$ cat src/rtl/datapath_pkg.sv
// Shared types for the PC sequencing datapath.
// Imported by pc_sequencer and pc_pending_redirect.
package datapath_pkg;

  typedef enum logic [1:0] {
    S_RESET,
    S_RUN,
    S_HOLD,
    S_HOLD_PEND
  } pc_state_t;

  typedef enum logic [1:0] {
    RD_NONE,
    RD_BRANCH,
    RD_JUMP
  } redirect_kind_t;

  localparam int PC_INCR = 4;

endpackage

$ cat src/rtl/pc_pending_redirect.sv
// One-entry redirect buffer used while the PC is stalled.
// A branch overrides anything buffered; a jump never displaces a branch.
module pc_pending_redirect
  import datapath_pkg::*;
#(
  parameter int WIDTH = 32
) (
  input  logic             clk,
  input  logic             clear,
  input  logic             wr_branch,
  input  logic [WIDTH-1:0] branch_target,
  input  logic             wr_jump,
  input  logic [WIDTH-1:0] jump_target,
  output logic             valid,
  output redirect_kind_t   kind,
  output logic [WIDTH-1:0] target
);

  always_ff @(posedge clk) begin
    if (clear) begin
      kind   <= RD_NONE;
      target <= '0;
    end else if (wr_branch) begin
      kind   <= RD_BRANCH;
      target <= branch_target;
    end else if (wr_jump && kind != RD_BRANCH) begin
      kind   <= RD_JUMP;
      target <= jump_target;
    end
  end

  assign valid = (kind != RD_NONE);

endmodule

$ cat src/rtl/pc_sequencer.sv
// PC stage: FSM, next-PC mux, PC/PCPlus4/Flush registers.
// Optional PC_SEQ_ALIGN_CHECK_EN traps misaligned redirects.
module pc_sequencer
  import datapath_pkg::*;
#(
  parameter int               WIDTH    = 32,
  parameter logic [WIDTH-1:0] RESET_PC = '0
`ifdef PC_SEQ_ALIGN_CHECK_EN
  ,
  parameter logic [WIDTH-1:0] EXC_VECTOR = WIDTH'(32'h0000_0080)
`endif
) (
  input  logic             Clk,
  input  logic             Reset,
  input  logic             Stall,
  input  logic             BranchTaken,
  input  logic [WIDTH-1:0] BranchTarget,
  input  logic             Jump,
  input  logic [WIDTH-1:0] JumpTarget,
  output logic [WIDTH-1:0] PCResult,
  output logic [WIDTH-1:0] PCPlus4,
  output logic             FetchValid,
  output logic             Flush
`ifdef PC_SEQ_ALIGN_CHECK_EN
  ,
  output logic             MisalignErr
`endif
);

  localparam logic [WIDTH-1:0] INCR = WIDTH'(PC_INCR);

  pc_state_t        state;
  logic             pend_valid;
  redirect_kind_t   pend_kind;
  logic [WIDTH-1:0] pend_target;
  logic             pend_clear;
  logic             pend_wr_br;
  logic             pend_wr_jp;
  logic             live;
  logic             redir;
  logic             mis;
  logic [WIDTH-1:0] tgt;
  logic [WIDTH-1:0] nxt;

  assign live       = (state != S_RESET);
  assign pend_clear = Reset || !Stall;
  assign pend_wr_br = live && Stall && BranchTaken;
  assign pend_wr_jp = live && Stall && Jump;

  pc_pending_redirect #(
    .WIDTH(WIDTH)
  ) u_pend (
    .clk          (Clk),
    .clear        (pend_clear),
    .wr_branch    (pend_wr_br),
    .branch_target(BranchTarget),
    .wr_jump      (pend_wr_jp),
    .jump_target  (JumpTarget),
    .valid        (pend_valid),
    .kind         (pend_kind),
    .target       (pend_target)
  );

  always_comb begin
    redir = 1'b1;
    tgt   = PCPlus4;
    if (BranchTaken) begin
      tgt = BranchTarget;
    end else if (pend_valid && pend_kind != RD_NONE) begin
      tgt = pend_target;
    end else if (Jump) begin
      tgt = JumpTarget;
    end else begin
      redir = 1'b0;
    end
  end

  // Alignment is judged on the target actually being applied.
`ifdef PC_SEQ_ALIGN_CHECK_EN
  assign mis = redir && (tgt[1:0] != 2'b00);
  assign nxt = mis ? EXC_VECTOR : tgt;
`else
  assign mis = 1'b0;
  assign nxt = redir ? {tgt[WIDTH-1:2], 2'b00} : tgt;
`endif

  logic mis_q;

  always_ff @(posedge Clk) begin
    if (Reset) begin
      state      <= S_RESET;
      PCResult   <= RESET_PC;
      PCPlus4    <= RESET_PC + INCR;
      FetchValid <= 1'b0;
      Flush      <= 1'b0;
      mis_q      <= 1'b0;
    end else begin
      Flush <= 1'b0;
      mis_q <= 1'b0;
      unique case (state)
        S_RESET: begin
          state      <= S_RUN;
          FetchValid <= 1'b1;
        end
        default: begin
          if (Stall) begin
            if (pend_valid || BranchTaken || Jump)
              state <= S_HOLD_PEND;
            else
              state <= S_HOLD;
          end else begin
            state    <= S_RUN;
            PCResult <= nxt;
            PCPlus4  <= nxt + INCR;
            Flush    <= redir;
            mis_q    <= mis;
          end
        end
      endcase
    end
  end

`ifdef PC_SEQ_ALIGN_CHECK_EN
  assign MisalignErr = mis_q;
`endif

endmodule

$ cat config.mk
export PLATFORM = sky130hd
export DESIGN_NAME = pc_sequencer
export DESIGN_NICKNAME = d
export VERILOG_FILES = /design/src/rtl/datapath_pkg.sv /design/src/rtl/pc_pending_redirect.sv /design/src/rtl/pc_sequencer.sv
export SDC_FILE = /design/constraint.sdc
export NUM_CORES = 1
export LEC_CHECK = 0
export BUFFER_PORTS_ARGS = -buffer_cell sky130_fd_sc_hd__buf_2
export CAP_MARGIN = 10
export CORE_ASPECT_RATIO = 0.8
export CORE_UTILIZATION = 30
export CTS_BUF_LIST = sky130_fd_sc_hd__clkbuf_16
export DETAILED_ROUTE_END_ITERATION = 10
export MAX_ROUTING_LAYER = met4
export PLACE_DENSITY_LB_ADDON = 0.2
export SYNTH_ARGS = -nofsm -noshare
export SYNTH_HDL_FRONTEND = slang
export SYNTH_SLANG_ARGS = --single-unit
$ cat constraint.sdc
create_clock -name Clk -period 4.2 [get_ports Clk]
set_input_delay 0.84 -clock Clk [delete_from_list [all_inputs] [get_ports Clk]]
set_output_delay 0.84 -clock Clk [all_outputs]
set_load 0.005 [all_outputs]
# == Yosys cells after proc, flatten, opt, wreduce, memory -nomap -nowiden ==
# Index checks and enable logic that the tools add are counted.
# W data, S select, Z words.
# word_totals
output_inout_bits,66
ram_bits,0
memories,0
latchBits,0
register_bits,102
mem_bits_ro,0
# classes
muxes,14
shift,0
n_addsub,1
bitwise,2
reduce_logical,16
n_mul,0
div_mod_pow,0
eq_ne,1
n_lt_le_gt_ge,0
# op_table
operator,n
$mux W32,5
$add A32 B3 Y32 const B,1
$mux W1,8
$reduce_bool A2 Y1,3
$reduce_or A3 Y1,2
$logic_and A1 B1 Y1,4
$logic_or A1 B1 Y1,3
$logic_not A2 Y1,1
$mux W2,1
$ne A2 B1 Y1 const B,1
$not A1 Y1,2
$reduce_and A2 Y1,1
$reduce_or A2 Y1,1
$logic_not A1 Y1,1

# == Logic depth before layout (Yosys ltp) ==
# logic_depth
word_depth,6
depth_mapped,12

# == Cells and area by module ==
# From an unflattened synthesis, not the netlist that was laid out.
# hier_totals
cells_unflattened,658
hier_area_um2,5840.6
# modules_own_cells
mod,cells_per_inst,n_inst,area_each_um2,seq_area_each_um2
pc_sequencer,496,1,4021.4,1321.3
pc_pending_redirect,162,1,1819.2,680.7

# == Worst setup path after synthesis ==
# Ideal clock, no wire load.
# synth_timing
path_type,input to register
startpoint,input BranchTaken
endpoint,register PCPlus4[26]
setup_ns,0.064
required_ns,4.136
arrival_ns,3.297
path_stages,12
setup_slack_ns,0.838
cell_sequence,buf_2 -> buf_2 -> buf_2 -> buf_2 -> buf_2 -> mux2_2 -> ha_1 -> nand3_1 -> nor2_4 -> nand4_2 -> or4_1 -> nand4_1
# synth_lines
item,line,rtl
from (decl),pc_sequencer.sv:16,"input logic BranchTaken,"
$mux W32,pc_sequencer.sv:67,if (BranchTaken) begin
via nxt[3],pc_sequencer.sv:43,logic [WIDTH-1:0] nxt;
$add A32 B3 Y32,pc_sequencer.sv:114,PCPlus4 <= nxt + INCR;
to (signal assigned),pc_sequencer.sv:93,PCPlus4 <= RESET_PC + INCR;
to (signal assigned),pc_sequencer.sv:114,
to (decl),pc_sequencer.sv:21,"output logic [WIDTH-1:0] PCPlus4,"
# The timed path passes the listed nets, and every way through them passes these cells.
# A chain may end at the register's enable or synchronous reset.

# == Worst setup path in the final report ==
# layout_timing
startpoint,input Jump
endpoint,register PCPlus4[31]
# layout_between
elab_chain_len,5
# layout_lines
item,line,rtl
from (decl),pc_sequencer.sv:18,"input logic Jump,"
$mux W32 / $mux W1 (equally long branches),pc_sequencer.sv:71,end else if (Jump) begin
$mux W32 / $mux W1 (equally long branches),pc_sequencer.sv:69,end else if (pend_valid && pend_kind != RD_NONE) begin
$mux W32 / $mux W1 (equally long branches),pc_sequencer.sv:67,
$mux W2,pc_sequencer.sv:84,"assign nxt = redir ? {tgt[WIDTH-1:2], 2'b00} : tgt;"
$add A32 B3 Y32 *,pc_sequencer.sv:114,
# Every way passes the cells marked *; elsewhere a longest branch is shown, timed or not.

==> results by stage <==
Cells and area:
- The filler-free cell count of the finished design is 1021.
- The repair_antennas step left the layout with diodes totalling 0.
- Leaving out fill and tap cells, the most frequent cell in the layout is nor2_1.
- The cell area after layout is 6590 um2.
- The number of filler instances in the final layout is 1866.
- The share of post-route cells with drive strength above 1 is 25.8%.
- The area growth from synthesis to layout is 20.9%.
- In the layout the commonest cells are nor2_1 (143), buf_2 (130), dfxtp_1 (98).
- After the last flow step, the layout net total stands at 861.

Synthesis:
- The synthesized netlist devotes 1.28% of its cell area to XOR and XNOR gates.
- The number of unique standard cell types used by synthesis is 65.
- Counting flops and latches in the post-synthesis netlist gives 98.
- Of all cell types, the one taking the most synthesized area is dfxtp_1.
- The multiplexer share of the synthesized area is 6.10%.
- Each instance of the synthesized netlist takes up on average 8.01 um2.
- The net count after synthesis is 751.
- The count of warnings emitted by yosys is 0.
- The synthesized-area fraction occupied by and/or/nand/nor cells is 25.3%.
- The dominant combinational cell family by area after synthesis is simple AND/OR/NAND/NOR gates.
- The area fraction of the dominant cell type after synthesis is 36.0%.
- The most frequently used flop master after synthesis is dfxtp_1.
- The cell count after synthesis came out at 681.
- The number of flops mapped to enable cells by yosys is 0.
- Sorting the synthesized cells by area gives the leading types as dfxtp_1 (36%), nor2_1 (10%), mux2i_1 (5.7%), a211oi_1 (5.1%), nand2_1 (4.7%).
- The async set-reset flop share out of synthesis is 0%.
- The cell area that synthesis handed to floorplanning was 5450 um2.
- The post-synthesis compound-gate area fraction is 24.4%.
- Of the total synthesized cell area, the portion taken by full adders, half adders and majority gates is 0.229%.
- Of the synthesized area, sequential elements account for 36.0%.

STA:
- Subtracting the final worst setup slack from the clock period gives 3310 ps.
- For the final routed database, the setup TNS stands at 0 ps.
- Dividing the final minimum period by the clock period gives 78.9%.
- Measured against its own limit, the worst slew margin works out to 54.4%.
- The number of endpoints failing setup at the final stage is 0.
- The number of hold violations in the final report is 0.
- The number of max-slew violations in the final report is 0.
- Setup repair after global routing left no endpoint under its margin.
- The final critical-path setup slack is 887 ps.
- The fmax is 302 MHz.
- The slew at the pin with the worst max-slew slack is 680 ps.
- The final clock skew is 12.4 ps.

Placed design:
- The HPWL after detailed placement is 14300 um.
- The number of buffers inserted by port buffering is 130.
- The final RePlAce weighted congestion is 0.831.
- The number of placed cells counting well taps is 1005.
- At the placement stage, the worst setup path has a slack of 531 ps.
- Summing all placed instances gives a cell area of 6290 um2.

Die:
- The placeable core region is 17500 um2.
- The cell row count is 43.
- The floorplan step set the die width to 153 um.
- 135 I/O pins were placed.
- Measured along the y axis, the die boundary spans 123 um.
- The floorplan die area is 18700 um2.
- The initial utilization of the core area, before any placement, comes to 31.1%.

Run status:
- The run finished, with violations left.
- The final reports fail on design-rule violations.

Routing:
- The initial DRC count is 568.
- The number of nets with antenna violations after detailed routing is 0.
- The final routed wirelength across all metal layers is 19500 um.
- The first detailed-routing pass ran for 10 iterations.
- The via density per instance is 5.30.
- The per-cell routed wire length is 19.1 um.
- Detailed routing inserted a total of 5415 vias.
- The remaining routing DRC violations is 7.

Pwr:
- The total power density per cell area is 359 nW/um2.
- Summed over all cells, the static leakage comes to 2.88 nW.
- Across the VDD grid, the largest voltage drop is 0.215 mV.
- The overall power of the completed layout is 2.36 mW.

Clock network:
- The root buffer cell chosen for the clock tree is clkbuf_16.
- The maximum number of buffers from clock root to sink is 2.
- For this design, the sink count on the clock tree is 98.
- The CTS tree is done.
- The register clock-pin slew on the reported worst setup and hold paths is 80 ps.
- The post-CTS setup buffer count is 0.
- For this design, the CTS-stage hold fixing added 0 buffers.
- In this run, CTS created clock tree buffers numbering 9.
- Clock latency on the worst-skew pair, taken at its later pin, is 370 ps.
- The H-tree was split into 3 levels.
- Post-CTS repair changed the size of 0 cells.

Global routing:
- The number of global-route vias before repair is 4895.
- The total track usage is 21.6%.
- The largest net degree at the start of global routing is 60.
- The first global-routing pass estimated 29700 um of wire.
- For this run the aggregate overflow at the end of global routing stands at 0.
- The initial antenna violation count is 0.

Worst hold path:
- The tightest min-delay check is of the flop to flop type.
- The hold-critical path endpoint is PCResult[27].
- The number of instances on the worst hold path is 2.
- The startpoint of the most critical hold path is PCResult[27].

Setup path:
- The critical path contains buffers and inverters numbering 3 combined.
- The cell seen most often among critical-path stages is buf_4.
- The critical path goes through buf_2, buf_4, buf_4, mux2i_1, a211oi_1, o22ai_1, nor4_4, nand4_1, or4_1, nand3_1.
- The startpoint-to-endpoint class of the critical path is primary input to flop.
- The library cell contributing the largest single delay on the critical path is or4_1.
- The category of the worst setup path launch point is a primary input.
- The reg-to-reg critical path startpoint is u_pend.kind[0].
- Of all nets on the critical path, the largest fanout is 15.
- The cell family contributing the most delay on the critical path is simple AND/OR/NAND/NOR gates.
- The worst reg-to-reg path cell count is 10.
- Data arrives at the worst endpoint at 3630 ps.
- The type of destination of the critical path is a flop.
- At the worst endpoint, the required time is 4510 ps.
- For this run, the slowest stage of the critical path takes 530 ps.
- In this run the critical register-to-register path is captured at PCPlus4[26].
- In this run the register-to-register setup slack is 1070 ps.

Run:
- The max-cap check violation count is 0.
worst reg2reg max path, stage by stage, from the launching register on:
cell	delay (ps)
dfxtp_1	350
buf_4	220
or2_1	380
o21ai_1	310
mux2_2	240
ha_1	230
nand3_1	200
nor2_4	260
nand4_2	240
or4_1	570
nand4_1	80
routing by layer:
| metal | up-vias | wire [um] | GRT usage [%] |
|---|---|---|---|
| met1 | 2506 | 10400 | 33.7 |
| met4 | 0 | 252 | 6.12 |
| met2 | 223 | 7330 | 26.9 |
| met5 | - | 0 | - |
| met3 | 16 | 1490 | 4.06 |
| li1 | 2670 | - | - |
cell type report:
class                   count  area [um2]  area share [%]
clock buffers               9         225            3.42
clock inverters             7        78.8            1.20
inverters                  15        56.3           0.854
multi-input cells         512        3140            47.6
flip-flops and latches     98        1960            29.8
well taps                 225         282            4.27
repair buffers            155         851            12.9
power breakdown:
part	internal (mW)	total, mW	switching, mW
Sequential	0.987	1.03	0.0426
Clock	0.427	0.863	0.437
Combinational	0.183	0.471	0.288
flip-flops by register name, indices dropped and copies added (netlist names):
name,count
u_pend.target,30
state,2
FetchValid,1
PCResult,32
PCPlus4,30
Flush,1
u_pend.kind,2
worst max path at each step:
stage | start | end | slack [ps] | cells past startpoint
after floorplan | BranchTaken | PCPlus4[26] | 840 | 12
after global placement | Jump | PCPlus4[28] | 560 | 10
after detailed placement | Jump | PCPlus4[28] | 530 | 10
after CTS | Jump | PCPlus4[28] | 910 | 10
final | Jump | PCPlus4[31] | 890 | 10
after global routing | Jump | PCPlus4[30] | 640 | 10
kinds of logic (layout without fill, tap and decap cells):
family | count (synthesis) | count (layout)
xor gates and xnor gates | 8 | 8
muxes | 33 | 33
buffers and inverters | 71 | 186
adders and majority gates | 1 | 1
and+or+nand+nor | 305 | 305
DFF | 98 | 98
AOI/OAI and AO/OA | 165 | 165
through the flow:
stage / hold WS, ps / utilization (%)
6_report: 458 / 37.6
5_1_grt: 502 / 37.6
4_1_cts: 465 / 37.6
3_5_place_dp: 453 / 35.8
3_3_place_gp: 442 / 35.8
2_1_floorplan: 451 / -
cell usage after synthesis, types with 6 or more instances:
cell	instances
nor2_1	145
dfxtp_1	98
nand2_1	69
a211oi_1	37
clkbuf_1	32
mux2i_1	31
nand3_1	26
o221ai_1	26
a21oi_1	19
nor3_1	17
inv_1	13
buf_2	10
o21ba_1	9
o21ai_0	8
o21ba_2	8
o22ai_1	8
or4_1	8
and2_1	7
buf_6	7
nand4_1	7
xnor2_1	6
Power figures use the tool's default switching activity.
